### config.mk
export PLATFORM = sky130hd
export DESIGN_NAME = branch_predictor
export DESIGN_NICKNAME = d
export VERILOG_FILES = /design/src/rtl/branch_predictor.sv
export SDC_FILE = /design/constraint.sdc
export NUM_CORES = 2
export LEC_CHECK = 0
export CAP_MARGIN = 20
export CORE_UTILIZATION = 30
export DETAILED_ROUTE_END_ITERATION = 8
export PLACE_DENSITY = 0.54
export SYNTH_ARGS = -nofsm -noshare
export SYNTH_HDL_FRONTEND = slang
export SYNTH_SLANG_ARGS = --single-unit
### constraint.sdc
create_clock -name clk -period 42.6 [get_ports clk]
set_input_delay 4.26 -clock clk [delete_from_list [all_inputs] [get_ports clk]]
set_output_delay 4.26 -clock clk [all_outputs]
set_load 0.01 [all_outputs]
### src/rtl/branch_predictor.sv
// -----------------------------------------------------------------------------
// branch_predictor
//
// Direct-mapped branch target buffer with a 2-bit saturating direction counter
// per entry. Lookup of the fetch PC is combinational; resolution information
// from EX updates the table at the end of the resolving cycle and produces a
// registered mispredict/redirect request plus free-running statistics.
//
// Configuration macro:
//   BP_BYPASS_EN  when defined, a lookup whose PC (word address) matches the
//                 branch resolving in the same cycle sees the entry as it will
//                 be after that cycle's update. When undefined, lookup always
//                 sees the registered table contents.
//
// Parameters:
//   ENTRIES        number of table entries (power of 2, 4..64)
//
// Ports:
//   clk            clock, all state updates on rising edge
//   rst            asynchronous active-high reset
//   if_pc          fetch-stage PC to look up
//   pred_taken     lookup predicts taken
//   pred_target    predicted target, 0 when pred_taken is 0
//   ex_valid       a conditional branch resolves in EX this cycle
//   ex_pc          PC of the resolving branch
//   ex_realj       resolved direction (1 = taken)
//   ex_target      resolved taken target
//   ex_pred_taken  direction predicted for this branch at fetch
//   ex_pred_target target predicted for this branch at fetch
//   mispredict     registered flush/redirect request (one cycle)
//   redirect_pc    registered correct fetch PC
//   stat_branches  count of resolved branches (wraps)
//   stat_misses    count of mispredictions (wraps)
// -----------------------------------------------------------------------------
module branch_predictor #(
  parameter int unsigned ENTRIES = 16
) (
  input  logic        clk,
  input  logic        rst,
  input  logic [31:0] if_pc,
  output logic        pred_taken,
  output logic [31:0] pred_target,
  input  logic        ex_valid,
  input  logic [31:0] ex_pc,
  input  logic        ex_realj,
  input  logic [31:0] ex_target,
  input  logic        ex_pred_taken,
  input  logic [31:0] ex_pred_target,
  output logic        mispredict,
  output logic [31:0] redirect_pc,
  output logic [31:0] stat_branches,
  output logic [31:0] stat_misses
);

  localparam int unsigned IW = $clog2(ENTRIES);
  localparam int unsigned TW = 32 - IW - 2;

  // Table storage
  logic [ENTRIES-1:0] tbl_valid;
  logic [TW-1:0]      tbl_tag    [ENTRIES];
  logic [31:0]        tbl_target [ENTRIES];
  logic [1:0]         tbl_ctr    [ENTRIES];

  // Address decomposition
  logic [IW-1:0] if_idx;
  logic [TW-1:0] if_tag;
  logic [IW-1:0] ex_idx;
  logic [TW-1:0] ex_tag;

  assign if_idx = if_pc[IW+1:2];
  assign if_tag = if_pc[31:IW+2];
  assign ex_idx = ex_pc[IW+1:2];
  assign ex_tag = ex_pc[31:IW+2];

  // Byte-offset bits of the fetch PC play no part in indexing or tagging.
  logic unused_if_pc_lsb;
  assign unused_if_pc_lsb = ^if_pc[1:0];

  // ---------------------------------------------------------------------------
  // Update path: next state of the entry addressed by ex_pc
  // ---------------------------------------------------------------------------
  logic        ex_hit;
  logic        upd_we;
  logic [31:0] upd_target;
  logic [1:0]  upd_ctr;
  logic        miss_cond;

  assign ex_hit = tbl_valid[ex_idx] && (tbl_tag[ex_idx] == ex_tag);

  always_comb begin
    upd_we     = 1'b0;
    upd_target = tbl_target[ex_idx];
    upd_ctr    = tbl_ctr[ex_idx];
    if (ex_valid) begin
      if (ex_hit) begin
        upd_we = 1'b1;
        if (ex_realj) begin
          upd_target = ex_target;
          if (upd_ctr != 2'b11) begin
            upd_ctr = upd_ctr + 2'b01;
          end
        end else if (upd_ctr != 2'b00) begin
          upd_ctr = upd_ctr - 2'b01;
        end
      end else if (ex_realj) begin
        // Allocate (or steal an aliased slot) as weakly taken.
        upd_we     = 1'b1;
        upd_target = ex_target;
        upd_ctr    = 2'b10;
      end
    end
  end

  assign miss_cond = ex_valid &&
                     ((ex_realj != ex_pred_taken) ||
                      (ex_realj && (ex_target != ex_pred_target)));

  // ---------------------------------------------------------------------------
  // Lookup path
  // ---------------------------------------------------------------------------
  logic        look_hit;
  logic [1:0]  look_ctr;
  logic [31:0] look_target;

`ifdef BP_BYPASS_EN
  // Forwarding only matters when the entry is actually written; otherwise the
  // post-update state equals the registered state.
  logic fwd;
  assign fwd = ex_valid && !rst && upd_we && (ex_pc[31:2] == if_pc[31:2]);

  always_comb begin
    look_hit    = tbl_valid[if_idx] && (tbl_tag[if_idx] == if_tag);
    look_ctr    = tbl_ctr[if_idx];
    look_target = tbl_target[if_idx];
    if (fwd) begin
      look_hit    = 1'b1;
      look_ctr    = upd_ctr;
      look_target = upd_target;
    end
  end
`else
  always_comb begin
    look_hit    = tbl_valid[if_idx] && (tbl_tag[if_idx] == if_tag);
    look_ctr    = tbl_ctr[if_idx];
    look_target = tbl_target[if_idx];
  end
`endif

  assign pred_taken  = look_hit && look_ctr[1];
  assign pred_target = pred_taken ? look_target : '0;

  // ---------------------------------------------------------------------------
  // Table state
  // ---------------------------------------------------------------------------
  always_ff @(posedge clk or posedge rst) begin
    if (rst) begin
      tbl_valid <= '0;
      for (int unsigned i = 0; i < ENTRIES; i++) begin
        tbl_tag[i]    <= '0;
        tbl_target[i] <= '0;
        tbl_ctr[i]    <= '0;
      end
    end else if (upd_we) begin
      tbl_valid[ex_idx]  <= 1'b1;
      tbl_tag[ex_idx]    <= ex_tag;
      tbl_target[ex_idx] <= upd_target;
      tbl_ctr[ex_idx]    <= upd_ctr;
    end
  end

  // ---------------------------------------------------------------------------
  // Redirect request and statistics
  // ---------------------------------------------------------------------------
  always_ff @(posedge clk or posedge rst) begin
    if (rst) begin
      mispredict    <= 1'b0;
      redirect_pc   <= '0;
      stat_branches <= '0;
      stat_misses   <= '0;
    end else begin
      mispredict <= miss_cond;
      if (ex_valid) begin
        // Not-taken resumes after the delay slot.
        redirect_pc   <= ex_realj ? ex_target : (ex_pc + 32'd8);
        stat_branches <= stat_branches + 32'd1;
      end
      if (miss_cond) begin
        stat_misses <= stat_misses + 32'd1;
      end
    end
  end

endmodule

; ---- Word level (Yosys, flattened, before mapping)
; Index checks and enable logic that the tools add are counted.
[op_classes]
bitwise_logic = 3
n_div = 0
addsub = 5
eq_ne = 5
mul = 0
n_mux = 46
n_lt_le_gt_ge = 6
n_reduce_logical = 9
shifts = 0
[op_table]
columns = operator, count
row1 = 512-bit bitwise mux, 1
row2 = 416-bit bitwise mux, 1
row3 = 32-bit two-way mux, 9
row4 = 32-bit binary-select mux with 4-bit select, 2
row5 = 26-bit binary-select mux with 4-bit select, 2
row6 = 26-bit two-way mux, 5
row7 = 32-bit demux with 4-bit select, 1
row8 = 26-bit demux with 4-bit select, 1
row9 = 32-bit by 1-bit adder with 32-bit output (second input constant), 2
row10 = 26-bit equality test, 2
row11 = 32-bit by 4-bit adder with 32-bit output (second input constant), 1
row12 = 32-bit bitwise mux, 1
row13 = 32-bit != test, 1
row14 = 2-bit two-way mux, 11
row15 = 2-bit binary-select mux with 4-bit select, 2
row16 = 16-bit bitwise OR, 1
row17 = 5-bit greater-or-equal comparator (second input constant), 2
row18 = 4-bit by 5-bit less-than comparator with 1-bit output (second input constant), 2
row19 = 4-bit NOT with 5-bit output, 2
row20 = 1-bit binary-select mux with 4-bit select, 2
row21 = 2-bit demux with 4-bit select, 1
row22 = 1-bit logical AND, 7
row23 = 1-bit two-way mux, 6
row24 = 5-bit by 1-bit less-than comparator with 1-bit output (second input constant), 1
row25 = 8 further kinds, 8
[word_totals]
ram_bits = 0
rom_bits = 0
register_bits = 1073
latch_bits = 0
out_inout_bits = 130
elab_cells = 127
mem_count = 0

; ---- Logic depth before layout (Yosys ltp)
[logic_depth]
ltp_word = 10
mapped_depth = 16
mapped_depth_nobuf = 9

; ---- Worst setup path before layout
; No wires, ideal clock.
[synth_timing]
path_type = input-to-output
start = in if_pc[2]
end = out pred_target[10]
slack_ns = 30.731
cell_stages = 9
arrival_ns = 7.609
path_buffers = 6
cell_sequence = clkbuf_1 buf_2 buf_1 clkbuf_1 buf_2 buf_1 mux4_2 mux4_2 nor2b_1
[synth_between]
elab_chain_len = 8
elab_cells_between_ends = 16
classes_between = 1 x eq/ne / 12 x mux / 1 x bitwise / 2 x reduce/logical
[synth_rtl]
columns = item, line_no
row1 = start: declaration, 40  ; input logic [31:0] if_pc,
row2 = 4-bit NOT with 5-bit output (implied by the code), "143, 144, 145"
row3 = 26-bit binary-select mux with 4-bit select, 143  ; look_hit = tbl_valid[if_idx] && (tbl_tag[if_idx] == if_tag);
row4 = 26-bit two-way mux (implied by the code) (2 in a row), 143
row5 = 26-bit equality test, 143
row6 = 1-bit logical AND, 143
row7 = 1-bit logical AND, 149  ; assign pred_taken = look_hit && look_ctr[1];
row8 = 32-bit two-way mux (*), 150  ; assign pred_target = pred_taken ? look_target : '0;
row9 = end: declaration, 42  ; output logic [31:0] pred_target,
; Mark *: on every way between the ends. The rest lies on a longest branch, timed or not. The select of a mux whose other input is x is not followed.

; ---- Worst setup path after layout
[layout_timing]
start = in if_pc[3]
end = out pred_target[25]
; The elaborated chain is that of the path after synthesis.

==> run summary <==
Status: complete, no violations
Largest net degree at the start of global routing: 176
Top cells by area, synth: dfrtp_1, mux4_2, mux2_2
Mean Syn Cell Area: 15.15 sq um
Clk Latency, worst-skew pair: 0.77 ns
DRC: 0
Count leader, synth: dfrtp_1
Clock Path Buffers: 3
TritonCTS Buffers: 120
Initial antenna violation count: 11
Period utilization: 33.11%
DR vias/cell: 5.494
Synth Warn #: 0
Pre-Repair DR Iteration Count: 6
Leakage power: 28.69 nW
Cells after synthesis: 3796
Unique masters post-synth: 62
Worst-Margin Slew: 1.127 ns
Die area: 0.1935 sq mm
Layout cell share with drive strength beyond 1: 45.24%
Final Power: 0.002923 W
DRT iter0 DRCs: 2835
Global-route wire length before repair: 276400 um
Met2 Use GR: 32.63%
Antenna Nets Post-Route: 0
Max Freq: 0.07089 GHz
Die Width: 439.9 um
Design area: 0.06669 sq mm
Fin. max-slew vios: 0
GR Layer Usage met3: 3.049%
WP data arrival: 9.85 ns
Input/output buffers: 260
Core ar.: 0.1904 sq mm
CP max FO: 46
Syn-to-layout area delta: 15.94%
Number of synthesized flops with an enable pin: 0
R2r setup slk: 37.22 ns
Setup TNS: 0 ns
Core Rows: 160
Nets: 4058
Pwr per Cell Area: 43.83 mW/mm^2
Setup Fix Bufs, Post-CTS: 0
Initial Util: 30.21%
Critical path class: in2out
Total gr overflow: 0
Io pins: 263
Post-synth top area cell: dfrtp_1
Placer congestion estimate: 0.8254
Relative slew margins: 24.64%
DR WL/cell: 28.99 um
Vias in the first global route: 37180
Hold Vio Cnt, Final: 0
Total GRT Usage: 19.59%
Final Setup Violations: 0
Max Cap Violations: 0
Seq/Total Area, Yosys: 46.68%
Final Skew: 0.04966 ns
Max VDD drop: 0.00003054 V
Die H: 439.9 um
Final setup margin: 28.49 ns
Post-CTS Resized: 0
CTS H-Tree Depth: 3
Pre-CTS setup slack: 28.52 ns
CTS clk-pin slew, worst paths: 0.06 ns
Async S/R FF share, synth: 100.0%
Via count: 35880
Synthesized cell area: 0.05752 sq mm
WHS: 0.4700 ns
Unrepaired setup endpoints after global routing: no
HPWL Detailed: 115700 um
Crit start category: input port
Top Usage Layer GRT: met2
CTS tree: built
# clock sinks: 1073
WP data required: 38.34 ns
Worst Hold Class: reg2reg
Clk root buf: clkbuf_16
Yosys reg bits: 1073
Post-synth top cells: dfrtp_1, mux2_2, mux4_2
GR Util met1: 26.13%
Crit. End Element: primary output
Post-synth top flop: dfrtp_1
Fin crit period: 14.11 ns
Post-DP Area: 0.06266 sq mm
Yosys top cell area share: 46.68%
Syn nets: 3932
Routed WL: 189300 um
Hold-fix buffers, CTS: 0
## state kept, by name (all words and copies together) (netlist names)
| register | count |
|---|---|
| stat_branches | 32 |
| tbl_target | 512 |
| tbl_ctr | 32 |
| stat_misses | 32 |
| mispredict | 1 |
| redirect_pc | 32 |
| tbl_tag | 416 |
| tbl_valid | 16 |
## per-layer routing
metal | part of all wire [%] | vias up
li1 | - | 14860
met2 | 49 | 947
met1 | 43 | 19820
met5 | 0.026 | -
met3 | 4.8 | 249
met4 | 3.1 | 8
## layout by cell type, fill, tap and decap left out, types with 11 or more instances in the layout
| master | n |
|---|---|
| mux2i_1 | 111 |
| nand2_1 | 100 |
| nand3_4 | 12 |
| xnor2_1 | 99 |
| clkbuf_1 | 27 |
| nand4_1 | 30 |
| dfrtp_1 | 1073 |
| xor2_1 | 74 |
| inv_1 | 20 |
| a21oi_1 | 13 |
| buf_4 | 95 |
| nor2_1 | 45 |
| o22ai_1 | 11 |
| nand3_1 | 44 |
| nand2b_1 | 21 |
| clkbuf_16 | 124 |
| a22oi_1 | 21 |
| nor2b_1 | 36 |
| o21ai_0 | 36 |
| a22o_1 | 12 |
| nor3_1 | 19 |
| nor4_1 | 12 |
| clkdlybuf4s50_1 | 250 |
| clkbuf_8 | 29 |
| mux2_1 | 52 |
| mux4_2 | 535 |
| o2bb2ai_1 | 17 |
| mux2_2 | 958 |
| and3_1 | 12 |
| clkinv_2 | 21 |
## power by group
| part | leakage (nW) | internal, W | switching (W) | total, W |
|---|---|---|---|---|
| Combinational | 12.6 | 0.000323 | 0.000254 | 0.000577 |
| Clock | 1.97 | 0.000615 | 0.000443 | 0.00106 |
| Sequential | 14.1 | 0.00117 | 0.000115 | 0.00129 |
| Total | 28.7 | 0.00211 | 0.000812 | 0.00292 |
## through the flow
| step | instances | util (%) |
|---|---|---|
| floorplan | 3796 | - |
| global placement | 6310 | 32.91 |
| detailed placement | 6310 | 32.91 |
| CTS | 6524 | 35.01 |
| global route | 6525 | 35.02 |
| finish | 6531 | 35.03 |
## kinds of logic after synthesis
logic type	after synthesis	share of synthesized area (%)
XOR/XNOR	173	2.634
AND/OR/NAND/NOR	357	3.196
AO/OA/AOI/OAI	157	1.973
flip-flops	1073	46.68
multiplexers	1656	42.65
adder cells (fa/ha/maj)	3	0.06527
buffers and inverters	377	2.797
## area by class of cell
type                            count  area [sq um]
Timing Repair Buffer              357          3413
Multi-Input combinational cell   2346         29180
Antenna cell                        6         15.01
Clock inverter                     35         395.4
Tap cell                         2511          3142
Sequential cell                  1073         26850
Clock buffer                      179          3590
Fill cell                       18210        123700
Inverter                           24         100.1
## critical path, stage by stage
cell	delay, ns
clkbuf_8	0.45
buf_4	0.87
buf_4	0.85
mux4_2	0.45
mux4_2	0.50
xor2_1	0.17
nor4_1	0.71
nand4_1	0.17
buf_4	0.37
nor2b_1	0.21
clkdlybuf4s50_1	0.61
## worst paths after layout
| kind | endpoint | start | cells after the start |
|---|---|---|---|
| max | pred_target[25] | if_pc[3] | 11 |
| min | stat_misses[31] | stat_misses[31] | 1 |
| max reg2reg | tbl_target[59] | tbl_tag[162] | 11 |
| min reg2reg | stat_misses[31] | stat_misses[31] | 1 |
| max in group asynchronous | tbl_tag[382] | rst | 6 |
| min in group asynchronous | tbl_target[102] | rst | 2 |
No activity file was read; power rests on OpenSTA's default activity.
